File: src/rtl/decode_stage.sv
// Decode stage: register file, immediate generation, control decode, early
// branch/jump resolution and the D->E pipeline register.
module decode_stage #(
  parameter int XLEN  = 32,
  parameter int NREGS = 32
) (
  input  logic            clk,
  input  logic            reset,
  input  logic [31:0]     InstrD,
  input  logic [XLEN-1:0] PCPlus4D,
  input  logic            RegWriteW,
  input  logic [4:0]      RdW,
  input  logic [XLEN-1:0] ResultW,
  input  logic [XLEN-1:0] ALUOutM,
  input  logic            ForwardAD,
  input  logic            ForwardBD,
  input  logic            FlushE,
  output logic            PCSrcD,
  output logic [XLEN-1:0] PCBranchD,
  output logic [4:0]      Rs1D,
  output logic [4:0]      Rs2D,
  output logic            RegWriteE,
  output logic            MemWriteE,
  output logic            ALUSrcE,
  output logic [1:0]      ResultSrcE,
  output logic [3:0]      ALUControlE,
  output logic [XLEN-1:0] RD1E,
  output logic [XLEN-1:0] RD2E,
  output logic [XLEN-1:0] ImmExtE,
  output logic [XLEN-1:0] PCPlus4E,
  output logic [4:0]      RdE,
  output logic [4:0]      Rs1E,
  output logic [4:0]      Rs2E
);

  localparam logic [6:0] OP_R    = 7'b0110011;
  localparam logic [6:0] OP_I    = 7'b0010011;
  localparam logic [6:0] OP_LW   = 7'b0000011;
  localparam logic [6:0] OP_SW   = 7'b0100011;
  localparam logic [6:0] OP_BR   = 7'b1100011;
  localparam logic [6:0] OP_JAL  = 7'b1101111;
  localparam logic [6:0] OP_JALR = 7'b1100111;
  localparam logic [6:0] OP_LUI  = 7'b0110111;

  localparam logic [3:0] ALU_ADD = 4'b0000, ALU_SUB = 4'b0001, ALU_AND = 4'b0010,
                         ALU_OR  = 4'b0011, ALU_XOR = 4'b0100, ALU_SLT = 4'b0101,
                         ALU_SLL = 4'b0110, ALU_SRL = 4'b0111, ALU_SRA = 4'b1000,
                         ALU_PSB = 4'b1001;

  logic [6:0] op;
  logic [2:0] f3;
  logic [6:0] f7;
  logic [4:0] rd;
  assign op   = InstrD[6:0];
  assign rd   = InstrD[11:7];
  assign f3   = InstrD[14:12];
  assign f7   = InstrD[31:25];
  assign Rs1D = InstrD[19:15];
  assign Rs2D = InstrD[24:20];

  logic [XLEN-1:0] rf_q [NREGS];

  always_ff @(posedge clk) begin
    if (reset) begin
      for (int i = 0; i < NREGS; i++) rf_q[i] <= '0;
    end else if (RegWriteW && RdW != 5'd0) begin
      rf_q[RdW] <= ResultW;
    end
  end

  // Write-through so a same-cycle writeback is visible to both E capture and compare.
  logic [XLEN-1:0] rd1, rd2;
  always_comb begin
    rd1 = '0;
    rd2 = '0;
    if (Rs1D != 5'd0) rd1 = (RegWriteW && RdW == Rs1D) ? ResultW : rf_q[Rs1D];
    if (Rs2D != 5'd0) rd2 = (RegWriteW && RdW == Rs2D) ? ResultW : rf_q[Rs2D];
  end

  logic            reg_write, mem_write, alu_src;
  logic [1:0]      result_src;
  logic [3:0]      alu_ctl;
  logic [XLEN-1:0] imm_ext;
  logic            is_beq, is_bne, is_jal, is_jalr;

  always_comb begin
    reg_write  = 1'b0;
    mem_write  = 1'b0;
    alu_src    = 1'b0;
    result_src = 2'b00;
    alu_ctl    = ALU_ADD;
    imm_ext    = '0;
    is_beq     = 1'b0;
    is_bne     = 1'b0;
    is_jal     = 1'b0;
    is_jalr    = 1'b0;
    case (op)
      OP_R: begin
        reg_write = 1'b1;
        case ({f7, f3})
          {7'h00, 3'b000}: alu_ctl = ALU_ADD;
          {7'h20, 3'b000}: alu_ctl = ALU_SUB;
          {7'h00, 3'b001}: alu_ctl = ALU_SLL;
          {7'h00, 3'b010}: alu_ctl = ALU_SLT;
          {7'h00, 3'b100}: alu_ctl = ALU_XOR;
          {7'h00, 3'b101}: alu_ctl = ALU_SRL;
          {7'h20, 3'b101}: alu_ctl = ALU_SRA;
          {7'h00, 3'b110}: alu_ctl = ALU_OR;
          {7'h00, 3'b111}: alu_ctl = ALU_AND;
          default:         reg_write = 1'b0;
        endcase
      end
      OP_I: begin
        reg_write = 1'b1;
        alu_src   = 1'b1;
        imm_ext   = {{(XLEN-12){InstrD[31]}}, InstrD[31:20]};
        case (f3)
          3'b000: alu_ctl = ALU_ADD;
          3'b010: alu_ctl = ALU_SLT;
          3'b100: alu_ctl = ALU_XOR;
          3'b110: alu_ctl = ALU_OR;
          3'b111: alu_ctl = ALU_AND;
          default: begin
            // Shift immediates carry only the 5-bit shamt.
            imm_ext = {{(XLEN-5){1'b0}}, InstrD[24:20]};
            if (f3 == 3'b001 && f7 == 7'h00)      alu_ctl = ALU_SLL;
            else if (f3 == 3'b101 && f7 == 7'h00) alu_ctl = ALU_SRL;
            else if (f3 == 3'b101 && f7 == 7'h20) alu_ctl = ALU_SRA;
            else begin
              reg_write = 1'b0;
              alu_src   = 1'b0;
              imm_ext   = '0;
            end
          end
        endcase
      end
      OP_LW: if (f3 == 3'b010) begin
        reg_write  = 1'b1;
        alu_src    = 1'b1;
        result_src = 2'b01;
        imm_ext    = {{(XLEN-12){InstrD[31]}}, InstrD[31:20]};
      end
      OP_SW: if (f3 == 3'b010) begin
        mem_write = 1'b1;
        alu_src   = 1'b1;
        imm_ext   = {{(XLEN-12){InstrD[31]}}, InstrD[31:25], InstrD[11:7]};
      end
      OP_BR: if (f3 == 3'b000 || f3 == 3'b001) begin
        is_beq  = (f3 == 3'b000);
        is_bne  = (f3 == 3'b001);
        imm_ext = {{(XLEN-12){InstrD[31]}}, InstrD[7], InstrD[30:25], InstrD[11:8], 1'b0};
      end
      OP_JAL: begin
        is_jal     = 1'b1;
        reg_write  = 1'b1;
        result_src = 2'b10;
        imm_ext    = {{(XLEN-20){InstrD[31]}}, InstrD[19:12], InstrD[20], InstrD[30:21], 1'b0};
      end
      OP_JALR: if (f3 == 3'b000) begin
        is_jalr    = 1'b1;
        reg_write  = 1'b1;
        alu_src    = 1'b1;
        result_src = 2'b10;
        imm_ext    = {{(XLEN-12){InstrD[31]}}, InstrD[31:20]};
      end
      OP_LUI: begin
        reg_write = 1'b1;
        alu_src   = 1'b1;
        alu_ctl   = ALU_PSB;
        imm_ext   = {{(XLEN-32){InstrD[31]}}, InstrD[31:12], 12'b0};
      end
      default: ;
    endcase
  end

  logic [XLEN-1:0] cmp_a, cmp_b, pc_d;
  logic            eq;
  assign pc_d      = PCPlus4D - XLEN'(4);
  assign cmp_a     = ForwardAD ? ALUOutM : rd1;
  assign cmp_b     = ForwardBD ? ALUOutM : rd2;
  assign eq        = (cmp_a == cmp_b);
  assign PCSrcD    = (is_beq & eq) | (is_bne & ~eq) | is_jal | is_jalr;
  assign PCBranchD = is_jalr ? ((cmp_a + imm_ext) & ~XLEN'(1)) : (pc_d + imm_ext);

  // D->E boundary: bubble on reset or flush, otherwise capture decode results.
  always_ff @(posedge clk) begin
    if (reset || FlushE) begin
      RegWriteE   <= 1'b0;
      MemWriteE   <= 1'b0;
      ALUSrcE     <= 1'b0;
      ResultSrcE  <= 2'b00;
      ALUControlE <= 4'b0000;
      RD1E        <= '0;
      RD2E        <= '0;
      ImmExtE     <= '0;
      PCPlus4E    <= '0;
      RdE         <= '0;
      Rs1E        <= '0;
      Rs2E        <= '0;
    end else begin
      RegWriteE   <= reg_write;
      MemWriteE   <= mem_write;
      ALUSrcE     <= alu_src;
      ResultSrcE  <= result_src;
      ALUControlE <= alu_ctl;
      RD1E        <= rd1;
      RD2E        <= rd2;
      ImmExtE     <= imm_ext;
      PCPlus4E    <= PCPlus4D;
      RdE         <= rd;
      Rs1E        <= Rs1D;
      Rs2E        <= Rs2D;
    end
  end

endmodule
File: config.mk
export PLATFORM = sky130hd
export DESIGN_NAME = decode_stage
export DESIGN_NICKNAME = d
export VERILOG_FILES = /design/src/rtl/decode_stage.sv
export SDC_FILE = /design/constraint.sdc
export NUM_CORES = 2
export LEC_CHECK = 0
export BUFFER_PORTS_ARGS = -buffer_cell sky130_fd_sc_hd__buf_4
export CAP_MARGIN = 20
export CORE_ASPECT_RATIO = 0.9
export CORE_UTILIZATION = 40
export CTS_CLUSTER_SIZE = 14
export DETAILED_ROUTE_END_ITERATION = 8
export PLACE_DENSITY_LB_ADDON = 0.08
export SLEW_MARGIN = 20
export SYNTH_ARGS = -nofsm -noshare
export SYNTH_HDL_FRONTEND = slang
export SYNTH_SLANG_ARGS = --single-unit
File: constraint.sdc
create_clock -name clk -period 13.9 [get_ports clk]
set_input_delay 0.695 -clock clk [delete_from_list [all_inputs] [get_ports clk]]
set_output_delay 0.695 -clock clk [all_outputs]
set_load 0.02 [all_outputs]
==> impl_summary.txt <==
----------------------------------------------------
[Yosys]
  Most repeated cell in the gate-level netlist after synthesis ... sky130_fd_sc_hd__edfxtp_1
  Mean post-synth cell area ... 12.8 sq um
  Number of distinct library cells after synthesis ... 89
  Adder and majority gate portion of the synthesized area ... 1.82%
  Post-synthesis cell count ... 5069
  Sequential-to-total area share from yosys stat ... 52.2%
  Proportion of register bits with asynchronous set or reset after synthesis ... 0%
  Share of the synthesized netlist area taken by xor and xnor gates ... 1.22%
  Post-synth EDFFs ... 1024
  Main synth FF type ... sky130_fd_sc_hd__edfxtp_1
  Synthesis-stage register bit count ... 1176
  Combinational family with the most area after synthesis ... multiplexers
  Cell Area, Synth ... 64700 sq um
  Synthesized-area fraction occupied by and/or/nand/nor cells ... 15.1%
  Fraction of synthesized area in multiplexers ... 18.1%
  Area share of the largest cell type after synthesis ... 47.5%
  Compound-Gate Fraction of Synth Area ... 7.38%
  Leading post-synthesis cells by cell area ... sky130_fd_sc_hd__edfxtp_1, sky130_fd_sc_hd__mux4_2, sky130_fd_sc_hd__and2_1
  Most common library cells after synthesis ... sky130_fd_sc_hd__edfxtp_1, sky130_fd_sc_hd__and2_1, sky130_fd_sc_hd__mux4_2, sky130_fd_sc_hd__clkbuf_1, sky130_fd_sc_hd__nor2_1
  Synth warn ... 0
  Cell taking the most area after synthesis ... sky130_fd_sc_hd__edfxtp_1

[GRT]
  Vias in the first global route ... 46200
  Number of antenna violations at the first check in global routing ... 49
  Overall track demand over capacity in global routing ... 35.4%
  Total gr overflow ... 0
  Maximum number of pins on one net before global-route repair ... 119
  Global-route wire length before repair ... 395 mm

[Clock network]
  Number of hold-repair buffers added at the cts stage ... 0
  Num Clock Sinks ... 1176
  Clock-pin transition on the worst setup and hold timing paths ... 0.05 ns
  Clock Latency Late Sink ... 0.80 ns
  H-Tree Depth ... 4
  Gates resized, CTS repair ... 0
  Number of buffers on the longest clock path ... 3
  Total clock buffers created by CTS ... 137
  Clock Tree Root ... sky130_fd_sc_hd__clkbuf_16
  Post-CTS Repair Setup Buffers ... 0
  CTS tree ... built

[Pwr]
  Cell Pwr Density ... 125 nW/um^2
  Static leakage ... 27.0 nW
  Maximum ir drop on the vdd rail ... 113 uV
  Total power after layout ... 0.00921 W

[Placed design]
  Post-DP HPWL ... 185 mm
  Worst setup timing slack at the placement stage ... 5.67 ns
  Count of input and output buffers ... 333
  Placer Congestion ... 0.942

[Route]
  Drt first-iter violations ... 7885
  Total DRC errors in the routed layout ... 0
  Routed length per instance ... 38.9 um
  Count of antenna-violating nets left after detailed routing ... 0
  Length of the first detailed-routing pass in iterations ... 6
  Detailed-route vias per instance ... 6.50
  Detailed-route via count ... 48900
  Drt total wl ... 293 mm

[Outcome]
  Status ... complete, no violations

[Floorplan]
  Die X ... 426 um
  FP Rows ... 139
  Core region area ... 160000 sq um
  DIE HEIGHT ... 384 um
  Die footprint ... 163000 sq um
  Starting density of the core ... 40.4%
  Num ports ... 334

[Cells and area]
  P&R area growth vs syn ... 14.1%
  Fraction of final layout cells with drive strength greater than 1 ... 23.2%
  Total number of nets in the final design ... 5491

[Worst setup path]
  Launching element type of the critical path ... primary input
  Cell family with most CP delay ... compound AO/OA/AOI/OAI gates
  Required time at the worst-slack endpoint ... 13.20 ns
  Biggest cell delay along the critical path ... 0.69 ns
  Cell Chain, Critical Path ... buf_8 -> buf_4 -> mux4_2 -> a22oi_1 -> a21oi_1 -> a21oi_1 -> nand2_1 -> a32oi_1 -> inv_1 -> ha_1 -> a21oi_1 -> o21ai_0 -> a21o_1 -> a2111oi_0 -> o221ai_1 -> a311o_1 -> a41oi_1 -> o21ai_0 -> xor2_1 -> mux2i_1 -> xnor2_1 -> buf_4
  Count of buffer and inverter cells on the critical path ... 4
  Cell type of the slowest stage on the worst timing path ... sky130_fd_sc_hd__buf_4
  Critical path's most frequent cell ... sky130_fd_sc_hd__a21oi_1
  Maximum fanout encountered on the critical timing path ... 59
  Type of destination of the critical path ... primary output
  Type of the setup path with the least slack ... in -> out
  Crit path DAT ... 7.66 ns

[STA]
  Post-route minimum period ... 8.35 ns
  Total Neg Setup Slack ... 0 ns
  Clk_skew ... 0.0298 ns
  Number of endpoints failing setup at the final stage ... 0
  Final hold vios ... 0
  Post-route worst setup slack ... 5.55 ns
  Setup repair after global routing missed its margin ... false
  Part of the cycle the worst path needs ... 60.1%
  Max Fclk ... 120 MHz
  Count of final max-slew check failures ... 0
  Max-slew headroom ... 16.3%
  Actual slew at the worst max-slew pin ... 1.25 ns

[Worst hold path]
  Class of the most critical hold timing path ... in -> reg

[Flow run]
  Total of max-cap violations ... 0

----------------------------------------------------
## placed cells by master, fill, tap and decap left out, types with 91 or more instances in the layout
master | netlist | final
sky130_fd_sc_hd__nor2_1 | 250 | 215
sky130_fd_sc_hd__buf_4 | 44 | 484
sky130_fd_sc_hd__nor3_1 | 233 | 231
sky130_fd_sc_hd__dfxtp_1 | 152 | 152
sky130_fd_sc_hd__a21oi_1 | 147 | 147
sky130_fd_sc_hd__mux4_2 | 447 | 447
sky130_fd_sc_hd__a22oi_1 | 142 | 142
sky130_fd_sc_hd__clkbuf_16 | 0 | 144
sky130_fd_sc_hd__edfxtp_1 | 1024 | 1024
sky130_fd_sc_hd__ha_1 | 91 | 91
sky130_fd_sc_hd__inv_1 | 153 | 153
sky130_fd_sc_hd__and2_1 | 830 | 830
sky130_fd_sc_hd__mux2i_1 | 140 | 140
sky130_fd_sc_hd__nand2_1 | 165 | 165
sky130_fd_sc_hd__o21ai_0 | 94 | 94
## final timing paths
path                            depth (start not counted)         from  slack, ns            end
worst min-delay path                                    2    InstrD[5]       0.13  ResultSrcE[0]
worst min register to register                          6   rf_q[1][8]       0.96        RD1E[8]
worst max-delay path                                   22   InstrD[15]       5.55  PCBranchD[31]
worst max register to register                          5  rf_q[10][5]      11.03        RD1E[5]
## area by class of cell
type | count | area [sq um]
diodes | 33 | 82.6
clock buffers | 181 | 3770
clock inverters | 68 | 564
fillers | 14500 | 86300
inverters | 155 | 582
multi-input cells | 3296 | 28600
flip-flops and latches | 1176 | 33800
well taps | 2115 | 2650
repair buffers | 493 | 3790
## metrics by stage
stage                     cell area (sq um)  hold WS (ns)  std cells  util, %
final                                 73800         0.135       7517     46.1
after global routing                  73800         0.117       7485     46.0
after CTS                             73700        0.0822       7481     46.0
after detailed placement              69400         0.922       7232     43.3
after global placement                69400         0.921       7232     43.3
after floorplan                       64900         0.757       5100        -
## power by group
group	switching [W]	leakage (nW)	total, W	internal [W]
clock network	0.00156	2.12	0.00362	0.00206
registers	0.0000965	11.0	0.00412	0.00402
logic	0.000951	13.9	0.00147	0.000519
## worst reg2reg max path: stages, from the launching register on
cell and delay, ns:
sky130_fd_sc_hd__edfxtp_1 0.40, sky130_fd_sc_hd__mux4_2 0.62, sky130_fd_sc_hd__mux2i_1 0.47, sky130_fd_sc_hd__o22ai_1 0.14
sky130_fd_sc_hd__a21oi_1 0.77, sky130_fd_sc_hd__a21oi_1 0.27
## kinds of logic after synthesis
kind of cell / Yosys count
AO/OA/AOI/OAI: 702
multiplexers: 609
AND/OR/NAND/NOR: 1770
buffers and inverters: 628
adder cells (fa/ha/maj): 93
other: 1
flip-flops: 1176
XOR/XNOR: 90
## state kept, by name, summed over array words and instances (netlist names), 5 cells and up
signal / flops
Rs2E: 5
RD1E: 32
rf_q: 1024
RD2E: 32
RdE: 5
ImmExtE: 32
PCPlus4E: 32
Rs1E: 5
## layer usage
layer | vias up | wire length (um) | track usage (%)
li1 | 19600 | - | -
met1 | 25200 | 114000 | 47.9
met2 | 3387 | 131000 | 53.7
met3 | 635 | 35300 | 9.57
met4 | 24 | 12800 | 14.4
met5 | - | 148 | 0
Note: power is estimated with default switching activity, not from simulation.
